<file path="config.mk">
export PLATFORM = sky130hd
export DESIGN_NAME = execute_cycle
export DESIGN_NICKNAME = d
export VERILOG_FILES = /design/src/rtl/riscv_pkg.sv /design/src/rtl/execute_cycle_alu.sv /design/src/rtl/execute_cycle.sv
export SDC_FILE = /design/constraint.sdc
export NUM_CORES = 1
export LEC_CHECK = 0
export ABC_CLOCK_PERIOD_IN_PS = 7600
export CAP_MARGIN = 20
export CORE_MARGIN = 3
export CORE_UTILIZATION = 47
export DETAILED_ROUTE_END_ITERATION = 10
export PLACE_DENSITY = 0.92
export SLEW_MARGIN = 20
export SYNTH_ARGS = -nofsm -noshare
export SYNTH_HDL_FRONTEND = slang
export SYNTH_SLANG_ARGS = --single-unit
</file>
<file path="constraint.sdc">
create_clock -name clk -period 7.6 [get_ports clk]
set_clock_uncertainty 0.2 [all_clocks]
set_input_delay 1.52 -clock clk [delete_from_list [all_inputs] [get_ports clk]]
set_output_delay 1.52 -clock clk [all_outputs]
set_load 0.01 [all_outputs]
</file>
<file path="src/rtl/riscv_pkg.sv">
// Shared RV32I definitions for the execute stage: ALU opcodes, forward selects
// and the operand-forwarding mux helper.
package riscv_pkg;

  localparam logic [2:0] ALU_ADD = 3'b000;
  localparam logic [2:0] ALU_SUB = 3'b001;
  localparam logic [2:0] ALU_AND = 3'b010;
  localparam logic [2:0] ALU_OR  = 3'b011;
  localparam logic [2:0] ALU_SLT = 3'b101;

  localparam logic [1:0] FWD_RF  = 2'b00;
  localparam logic [1:0] FWD_WB  = 2'b01;
  localparam logic [1:0] FWD_MEM = 2'b10;

  // Reserved select 2'b11 falls back to the register-file value.
  function automatic logic [31:0] fwd_mux(input logic [1:0]  sel,
                                          input logic [31:0] rf_val,
                                          input logic [31:0] wb_val,
                                          input logic [31:0] mem_val);
    logic [31:0] res;
    case (sel)
      FWD_RF:  res = rf_val;
      FWD_WB:  res = wb_val;
      FWD_MEM: res = mem_val;
      default: res = rf_val;
    endcase
    return res;
  endfunction

endpackage

</file>
<file path="src/rtl/execute_cycle_alu.sv">
// Purely combinational 32-bit ALU for the execute stage (module alu).
module alu
  import riscv_pkg::*;
(
  input  logic [31:0] A,
  input  logic [31:0] B,
  input  logic [2:0]  ALUControl,
  output logic [31:0] Result,
  output logic        Zero
);

  logic [31:0] result_s;

  // Operation select; unassigned opcodes produce zero.
  always_comb begin
    result_s = 32'h0;
    case (ALUControl)
      ALU_ADD: result_s = A + B;
      ALU_SUB: result_s = A + ~B + 32'd1;
      ALU_AND: result_s = A & B;
      ALU_OR:  result_s = A | B;
      ALU_SLT: result_s = ($signed(A) < $signed(B)) ? 32'h1 : 32'h0;
      default: result_s = 32'h0;
    endcase
  end

  assign Result = result_s;
  assign Zero   = (result_s == 32'h0);

endmodule

</file>
<file path="src/rtl/execute_cycle.sv">
// RV32I execute stage: operand selection, ALU, branch decision/target and the
// EX/MEM pipeline register. Define FORWARDING_EN to add MEM/WB operand forwarding.
module execute_cycle
  import riscv_pkg::*;
(
  input  logic        clk,
  input  logic        rst,
  input  logic        RegWriteE,
  input  logic        MemWriteE,
  input  logic        ResultSrcE,
  input  logic        ALUSrcE,
  input  logic        BranchE,
  input  logic [2:0]  ALUControlE,
  input  logic [31:0] RD1_E,
  input  logic [31:0] RD2_E,
  input  logic [31:0] Imm_Ext_E,
  input  logic [31:0] PCE,
  input  logic [31:0] PCPlus4E,
  input  logic [4:0]  RD_E,
  input  logic [31:0] ResultW,
`ifdef FORWARDING_EN
  input  logic [1:0]  ForwardA_E,
  input  logic [1:0]  ForwardB_E,
`endif
  output logic        PCSrcE,
  output logic [31:0] PCTargetE,
  output logic        RegWriteM,
  output logic        MemWriteM,
  output logic        ResultSrcM,
  output logic [4:0]  RD_M,
  output logic [31:0] PCPlus4M,
  output logic [31:0] WriteDataM,
  output logic [31:0] ALUResultM
);

  logic [31:0] src_a_s;
  logic [31:0] write_data_s;
  logic [31:0] src_b_s;
  logic [31:0] alu_result_s;
  logic        zero_s;

  logic        reg_write_r;
  logic        mem_write_r;
  logic        result_src_r;
  logic [4:0]  rd_r;
  logic [31:0] pc_plus4_r;
  logic [31:0] write_data_r;
  logic [31:0] alu_result_r;

`ifdef FORWARDING_EN
  // ALUResultM feedback comes from the EX/MEM register, so no combinational loop.
  always_comb begin
    src_a_s      = fwd_mux(ForwardA_E, RD1_E, ResultW, alu_result_r);
    write_data_s = fwd_mux(ForwardB_E, RD2_E, ResultW, alu_result_r);
  end
`else
  logic unused_resultw_s;
  assign unused_resultw_s = ^ResultW;

  // Without forwarding the register-file values pass straight through.
  always_comb begin
    src_a_s      = RD1_E;
    write_data_s = RD2_E;
  end
`endif

  // ALU B input: immediate or the (possibly forwarded) rs2 value.
  always_comb begin
    if (ALUSrcE) begin
      src_b_s = Imm_Ext_E;
    end else begin
      src_b_s = write_data_s;
    end
  end

  alu u_alu (
    .A          (src_a_s),
    .B          (src_b_s),
    .ALUControl (ALUControlE),
    .Result     (alu_result_s),
    .Zero       (zero_s)
  );

  assign PCSrcE    = BranchE & zero_s;
  assign PCTargetE = PCE + Imm_Ext_E;

  // EX/MEM pipeline register; no stall or flush.
  always_ff @(posedge clk or negedge rst) begin
    if (!rst) begin
      reg_write_r  <= 1'b0;
      mem_write_r  <= 1'b0;
      result_src_r <= 1'b0;
      rd_r         <= 5'd0;
      pc_plus4_r   <= 32'h0;
      write_data_r <= 32'h0;
      alu_result_r <= 32'h0;
    end else begin
      reg_write_r  <= RegWriteE;
      mem_write_r  <= MemWriteE;
      result_src_r <= ResultSrcE;
      rd_r         <= RD_E;
      pc_plus4_r   <= PCPlus4E;
      write_data_r <= write_data_s;
      alu_result_r <= alu_result_s;
    end
  end

  assign RegWriteM  = reg_write_r;
  assign MemWriteM  = mem_write_r;
  assign ResultSrcM = result_src_r;
  assign RD_M       = rd_r;
  assign PCPlus4M   = pc_plus4_r;
  assign WriteDataM = write_data_r;
  assign ALUResultM = alu_result_r;

endmodule

</file>
==> results by group, run 1 <==
STA
  • Fmax: between 100 and 150 MHz
  • Final Max Slew Viols: 0
  • Ratio of final minimum period to clock period: 0.974
  • Tightest Pin Transition: approximately 0.84 ns
  • Worst hold slack: around 0.95 ns
  • Final hold viol count: 0
  • Setup violators final: 0
  • Crit path time final: 7.41 ns
  • Normalized max-slew margin: 0.433

Global route
  • Initial antenna violation count: 0
  • First-pass GRT wire length: between 50 and 60 mm
  • Pin count of the biggest net entering global routing: 68
  • Vias in the first global route: between 10000 and 15000
  • Gr usage total: 0.300
  • Gr ovfl total: 0

Route
  • Wire per inst: ~19 um
  • DR DRC count: 0
  • Drt first pass iters: 9
  • Initial DRC Count: approximately 940
  • Final WL: 35.5 mm
  • Vias per inst: between 5 and 6
  • DR vias: 10832
  • Remaining antenna violation count: 0

Power
  • Switching pwr: about 0.00082 W
  • Power per cell area: about 150 nW/um^2
  • LEAKAGE: around 6.9 nW
  • Reg power frac: 0.275
  • Internal power: between 0.001 and 0.0015 W
  • Clock network fraction of design power: 0.215
  • Logic pwr share: 0.510
  • Maximum VDD drop: around 100 uV
  • Switching Share: 0.372

CTS
  • Hold-fix buffers, CTS: 0
  • CTS tree: built
  • Worst-path clk slew: approximately 0.08 ns
  • H-tree Lvls: 3
  • CTS buffer count: 9
  • # clock sinks: between 100 and 150
  • Longest Clk Path Bufs: 2
  • Clk root buf: clkbuf_16

Critical path
  • Req. time, crit path: between 5 and 6 ns
  • Crit end category: output pin
  • CP Data Arrival Time: approximately 5.7 ns
  • CP Max Fanout: 7
  • Crit path kind: input port to output pin
  • CP Launch Type: input port

Finish
  • Non-filler cells, final: roughly 1900
  • Ratio of cells with drive above 1 in the final layout: 0.157
  • Most common cell after layout, fill and taps aside: clkdlybuf4s50_1
  • Fill cell total of the finished layout: between 1000 and 1500
  • Most frequent cells in the layout: clkdlybuf4s50_1 (307), buf_4 (179), ha_1 (142)
  • Area growth, synth to finish: 51.9%
  • # diodes: 0
  • Final nets: 1943

Synthesis
  • Seq cells post-synth: roughly 100
  • Ys flop type: dfrtp_1
  • Mapped Cells: between 1000 and 1500
  • Mapped Area: slightly below 10000 sq um
  • Register area share after synthesis: 0.267
  • Post-synth EDFFs: 0
  • Ys async rst share: 1.00
  • Warnings from Yosys: 0
  • Post-synth cell types: 82
  • Syn Nets: ~1500
  • Synthesized area per cell: 8.56 sq um

Die
  • Initial Util: 0.480
  • Chip Height: between 100 and 150 um
  • Total die area: approximately 22000 sq um
  • Core Area: between 20000 and 25000 sq um
  • Core Rows: 52
  • Ports: around 340
  • Die Span X: 150 um

Place
  • IO buf count: slightly above 300
  • Cells after DPL: around 1800
  • GP Congestion: 1.01
  • DP HPWL: 28.3 mm

Min path
  • Hold crit path type: input port to asynchronous set/reset pin

Run status
  • Status: complete, no violations

Job
  • Max-cap violations: 0
[flip-flops by register name (all words and copies together), names as in the netlist]
register and cells:
MemWriteM 1, ResultSrcM 1, RegWriteM 1, RD_M 5, ALUResultM 32, PCPlus4M 32, WriteDataM 32
[layout make-up]
cell class	count	area, sq um	share of cell area
Tap cell	270	338	0.0228
Clock inverter	6	53.8	0.00364
Multi-Input combinational cell	883	6750	0.456
Clock buffer	9	225	0.0152
Sequential cell	104	2600	0.176
Inverter	102	383	0.0259
Timing Repair Buffer	490	4450	0.301
[cell usage after synthesis (all sizes together) (4+ instances only)]
library cell	number	area share
a2111oi	10	0.0091
a211o	8	0.0072
a211oi	15	0.012
a21o	20	0.015
a21oi	83	0.043
a221oi	4	0.0036
a311oi	6	0.0054
a31o	5	0.0045
a31oi	11	0.0071
and2	8	0.0051
and3	15	0.0096
buf	18	0.0090
clkbuf	32	0.012
dfrtp	104	0.27
ha	143	0.18
inv	102	0.039
mux2i	38	0.039
nand2	71	0.027
nand2b	17	0.011
nand3	19	0.0098
nand4	7	0.0045
nor2	88	0.034
nor2b	24	0.015
nor3	32	0.016
nor3b	4	0.0031
nor4	11	0.0083
o2111ai	6	0.0054
o211a	4	0.0041
o211ai	17	0.013
o21a	14	0.011
o21ai	52	0.027
o21bai	14	0.011
o221ai	5	0.0045
o22ai	6	0.0039
o311ai	7	0.0071
o31ai	8	0.0081
or2	9	0.0058
or3	6	0.0039
or4	4	0.0035
xnor2	36	0.032
xor2	10	0.0090
[cells by family (layout without fill, tap and decap cells)]
logic type	count (synthesis)	count (layout)	synth area share
AOI/OAI and AO/OA	326	326	0.232
and+or+nand+nor	326	326	0.168
buffers and inverters	152	607	0.0606
adders and majority gates	146	146	0.190
DFF	104	104	0.267
xor gates and xnor gates	46	46	0.0413
muxes	39	39	0.0413
[power by group through the flow]
stage | clock (W) | sequential [W] | combinational (W)
floorplan | 0 | 0.000641 | 0.000498
global placement | 0 | 0.000616 | 0.00103
detailed placement | 0 | 0.000619 | 0.00106
CTS | 0.000478 | 0.000608 | 0.00108
global route | 0.000498 | 0.000611 | 0.00120
finish | 0.000474 | 0.000607 | 0.00112
[worst paths after layout]
kind,startpoint,endpoint,depth (start not counted)
max,Imm_Ext_E[4],PCSrcE,18
min,rst,RegWriteM$_DFF_PN0_,1
max in group asynchronous,rst,ALUResultM[8]$_DFF_PN0_,2
min in group clk,PCPlus4E[1],PCPlus4M[1]$_DFF_PN0_,1
[metrics by stage]
| step | utilization | setup TNS [ns] | instance area [sq um] | setup WS (ns) | power [W] |
|---|---|---|---|---|---|
| 2_1_floorplan | - | 0 | 9740 | 0.441 | 0.00114 |
| 3_3_place_gp | 0.704 | -0.298 | 14300 | -0.298 | 0.00165 |
| 3_5_place_dp | 0.704 | -0.398 | 14300 | -0.398 | 0.00168 |
| 4_1_cts | 0.719 | 0 | 14600 | 0.0141 | 0.00216 |
| 5_1_grt | 0.729 | -0.00189 | 14800 | -0.00189 | 0.00231 |
| 6_report | 0.729 | 0 | 14800 | 0.195 | 0.00221 |
[critical path, stage by stage]
cell	delay [ns]
clkdlybuf4s50_1	0.54
mux2i_1	0.15
ha_1	0.44
nand3_1	0.13
o2111ai_1	0.30
a311oi_1	0.18
buf_4	0.17
buf_4	0.13
o2111a_1	0.31
o2111ai_1	0.29
a31oi_1	0.14
nor4_1	0.24
nor4_1	0.09
a2111oi_1	0.35
xor2_1	0.11
o21a_1	0.22
nor4_2	0.20
buf_2	0.17
[timing repair]
item / CTS / global route
setup buffers: 1 / 5
cloned: 0 / 0
pin swaps: 2 / 19
resized for setup: 7 / 36
setup endpoints to repair: 1 / 2
[layer usage]
layer / share of wire / wire [um] / global-route usage / vias to the layer above
met5: 0 / 0 / 0 / -
met3: 0.10 / 3640 / 0.0706 / 130
met4: 0.036 / 1270 / 0.113 / 0
met1: 0.38 / 13600 / 0.372 / 5059
li1: - / - / - / 4989
met2: 0.48 / 16900 / 0.508 / 654
Power figures use the tool's default switching activity.
==> run 2: changes to the inputs <==
--- a/config.mk
+++ b/config.mk
@@ -10,6 +10,7 @@
 export CORE_MARGIN = 3
 export CORE_UTILIZATION = 47
 export DETAILED_ROUTE_END_ITERATION = 10
+export MAX_ROUTING_LAYER = met4
 export PLACE_DENSITY = 0.92
 export SLEW_MARGIN = 20
 export SYNTH_ARGS = -nofsm -noshare
==> run 2 against run 1 <==
Effect of this change:
- cell count is 0.59% higher
- combinational power hardly changed
- worst hold slack worse by 0.023 ns
- critical path depth stayed put
- sequential power hardly changed
- first-iteration DRC count is 9.8% higher
- critical endpoint unchanged
- cell area is 0.59% higher
- via count is 1.2% lower
==> results by group, run 2 (synthesized netlist as in run 1, its figures left out) <==
Run status
  • Status: complete, no violations

Global route
  • Gr usage total: 0.308 (+0.00763)
  • First-pass GRT wire length: 54.3 mm (-0.29%)
  • Initial antenna violation count: 0 (unchanged)
  • Vias in the first global route: 10401 (-2.4%)
  • Gr busiest metal: met2
  • Pin count of the biggest net entering global routing: 70 (+2.9%)
  • M2 GR Usage: 0.504 (-0.00383)
  • GR Util met1: 0.398 (+0.0253)
  • Gr ovfl total: 0 (unchanged)
  • Met3 usage: 0.0497 (-0.0209)

CTS
  • Clk root buf: clkbuf_16
  • H-tree Lvls: 3 (unchanged)
  • Longest Clk Path Bufs: 2 (unchanged)
  • Worst-path clk slew: 0.08 ns (about the same)
  • CTS buffer count: 9 (unchanged)
  • # clock sinks: 104 (unchanged)
  • CTS tree: built

Critical path
  • CP bufs+invs: 4 (unchanged)
  • CP Max Fanout: 11 (+4)
  • CP Data Arrival Time: 5.73 ns (+0.04 ns)
  • Crit-path max cell delay: 0.56 ns (+0.02 ns)
  • CP Launch Type: input port
  • CP max stage cell: or4_4
  • Crit end category: output pin
  • Most common cell on crit path: nor4_2
  • CP delay by family, top: simple AND/OR/NAND/NOR gates
  • Req. time, crit path: 5.88 ns (about the same)
  • Crit path kind: input port to output pin
  • CP Cell Sequence: buf_2 -> buf_4 -> buf_4 -> mux2i_1 -> ha_1 -> or4_4 -> nor4_2 -> o211ai_1 -> o211a_1 -> o41ai_4 -> a211oi_1 -> a311o_1 -> xnor2_2 -> o22ai_2 -> nor4_2 -> nand2_1 -> nor4_2 -> buf_2

STA
  • Fmax: 134 MHz (-0.60%)
  • Setup_tns: 0 ns (unchanged)
  • Tightest Pin Transition: 0.932 ns (+0.0940 ns)
  • Final Max Slew Viols: 0 (unchanged)
  • Normalized max-slew margin: 0.371 (-0.0617)
  • Crit path time final: 7.45 ns (+0.0450 ns)
  • Final hold viol count: 0 (unchanged)
  • Setup violators final: 0 (unchanged)
  • RSZ-0062 raised after global routing: yes
  • Ratio of final minimum period to clock period: 0.980 (+0.00593)
  • Final WS setup: 0.150 ns (-0.0450 ns)

Die
  • Core Area: 20300 sq um (unchanged)
  • Chip Height: 150 um (unchanged)
  • Core Rows: 52 (unchanged)
  • Ports: 344 (unchanged)
  • Initial Util: 0.480 (unchanged)
  • Total die area: 22500 sq um (unchanged)
  • Die Span X: 150 um (unchanged)

Place
  • GP Congestion: 0.994 (-1.6%)
  • Pre-CTS setup slack: -0.426 ns (-0.0285 ns)
  • Cells after DPL: 1856 (+0.71%)
  • DP HPWL: 28.8 mm (+1.5%)
  • IO buf count: 311 (unchanged)

Finish
  • Non-filler cells, final: 1875 (+0.59%)
  • Register area: 2600 sq um (unchanged)
  • Area occupied by multi-input gates: 6770 sq um (+0.30%)
  • Ratio of cells with drive above 1 in the final layout: 0.164 (+0.00702)
  • Most frequent cells in the layout: clkdlybuf4s50_1 (306), buf_4 (190), ha_1 (142)
  • Area growth, synth to finish: 52.8%
  • Core Util, Final: 0.733 (+0.00431)
  • Most common cell after layout, fill and taps aside: clkdlybuf4s50_1
  • Fill cell total of the finished layout: 1500 (+1.4%)
  • Final nets: 1953 (+0.51%)
  • # diodes: 0 (unchanged)

Power
  • Maximum VDD drop: 98.1 uV (-4.6%)
  • Tot Pwr: 0.00221 W (about the same)
  • Power per cell area: 148 nW/um^2 (-0.61%)
  • LEAKAGE: 6.95 nW (+0.79%)

Job
  • Max-cap violations: 0 (unchanged)

Min path
  • Hold crit path type: input port to asynchronous set/reset pin

Route
  • Final WL: 35.4 mm (-0.24%)
  • Initial DRC Count: 1027 (+9.8%)
  • Drt first pass iters: 8 (-1)
  • Remaining antenna violation count: 0 (unchanged)
  • DR DRC count: 0 (unchanged)
  • Vias per inst: 5.71 (-1.7%)
  • DR vias: 10706 (-1.2%)
  • Wire per inst: 18.9 um (-0.82%)
## run 2: final timing paths
kind,from,endpoint,slack [ns],depth (start not counted)
min in group clk,RD2_E[0],WriteDataM[0]$_DFF_PN0_,1.13,1
max,ALUSrcE,PCSrcE,0.15,18
max in group asynchronous,rst,ALUResultM[14]$_DFF_PN0_,5.03,2
min,rst,RD_M[2]$_DFF_PN0_,0.92,1
## run 2: stage by stage
step | hold WS, ns | cell area (sq um)
4_1_cts | 0.933 | 14700
3_5_place_dp | 1.32 | 14400
6_report | 0.924 | 14900
2_1_floorplan | 1.02 | 9740
5_1_grt | 0.955 | 14900
3_3_place_gp | 1.30 | 14400
## run 2: what timing repair did
| item | CTS | global route |
|---|---|---|
| endpoints found under the setup margin | 1 | 2 |
| pin swaps | 1 | 15 |
| gates cloned | 0 | 0 |
| hold buffers | 0 | 0 |
| buffers inserted | 0 | 3 |
| gates resized for setup | 10 | 39 |
## run 2: final cells by class
cell class              count  area share
multi-input cells         883       0.454
clock buffers              10      0.0154
clock inverters             6     0.00353
well taps                 270      0.0227
flip-flops and latches    104       0.175
inverters                 102      0.0257
repair buffers            500       0.303
## run 2: power breakdown
part	internal, W	total [W]	switching (W)
combinational	0.000572	0.00114	0.000564
clock	0.000229	0.000464	0.000235
sequential	0.000595	0.000606	0.0000113
total	0.00140	0.00221	0.000810
## run 2: metal layers
layer	wire, um	vias to the layer above	share of wire
li1	-	5008	-
met1	14200	4991	0.40
met2	17100	618	0.48
met3	3260	89	0.092
met4	904	0	0.026
met5	0	-	0
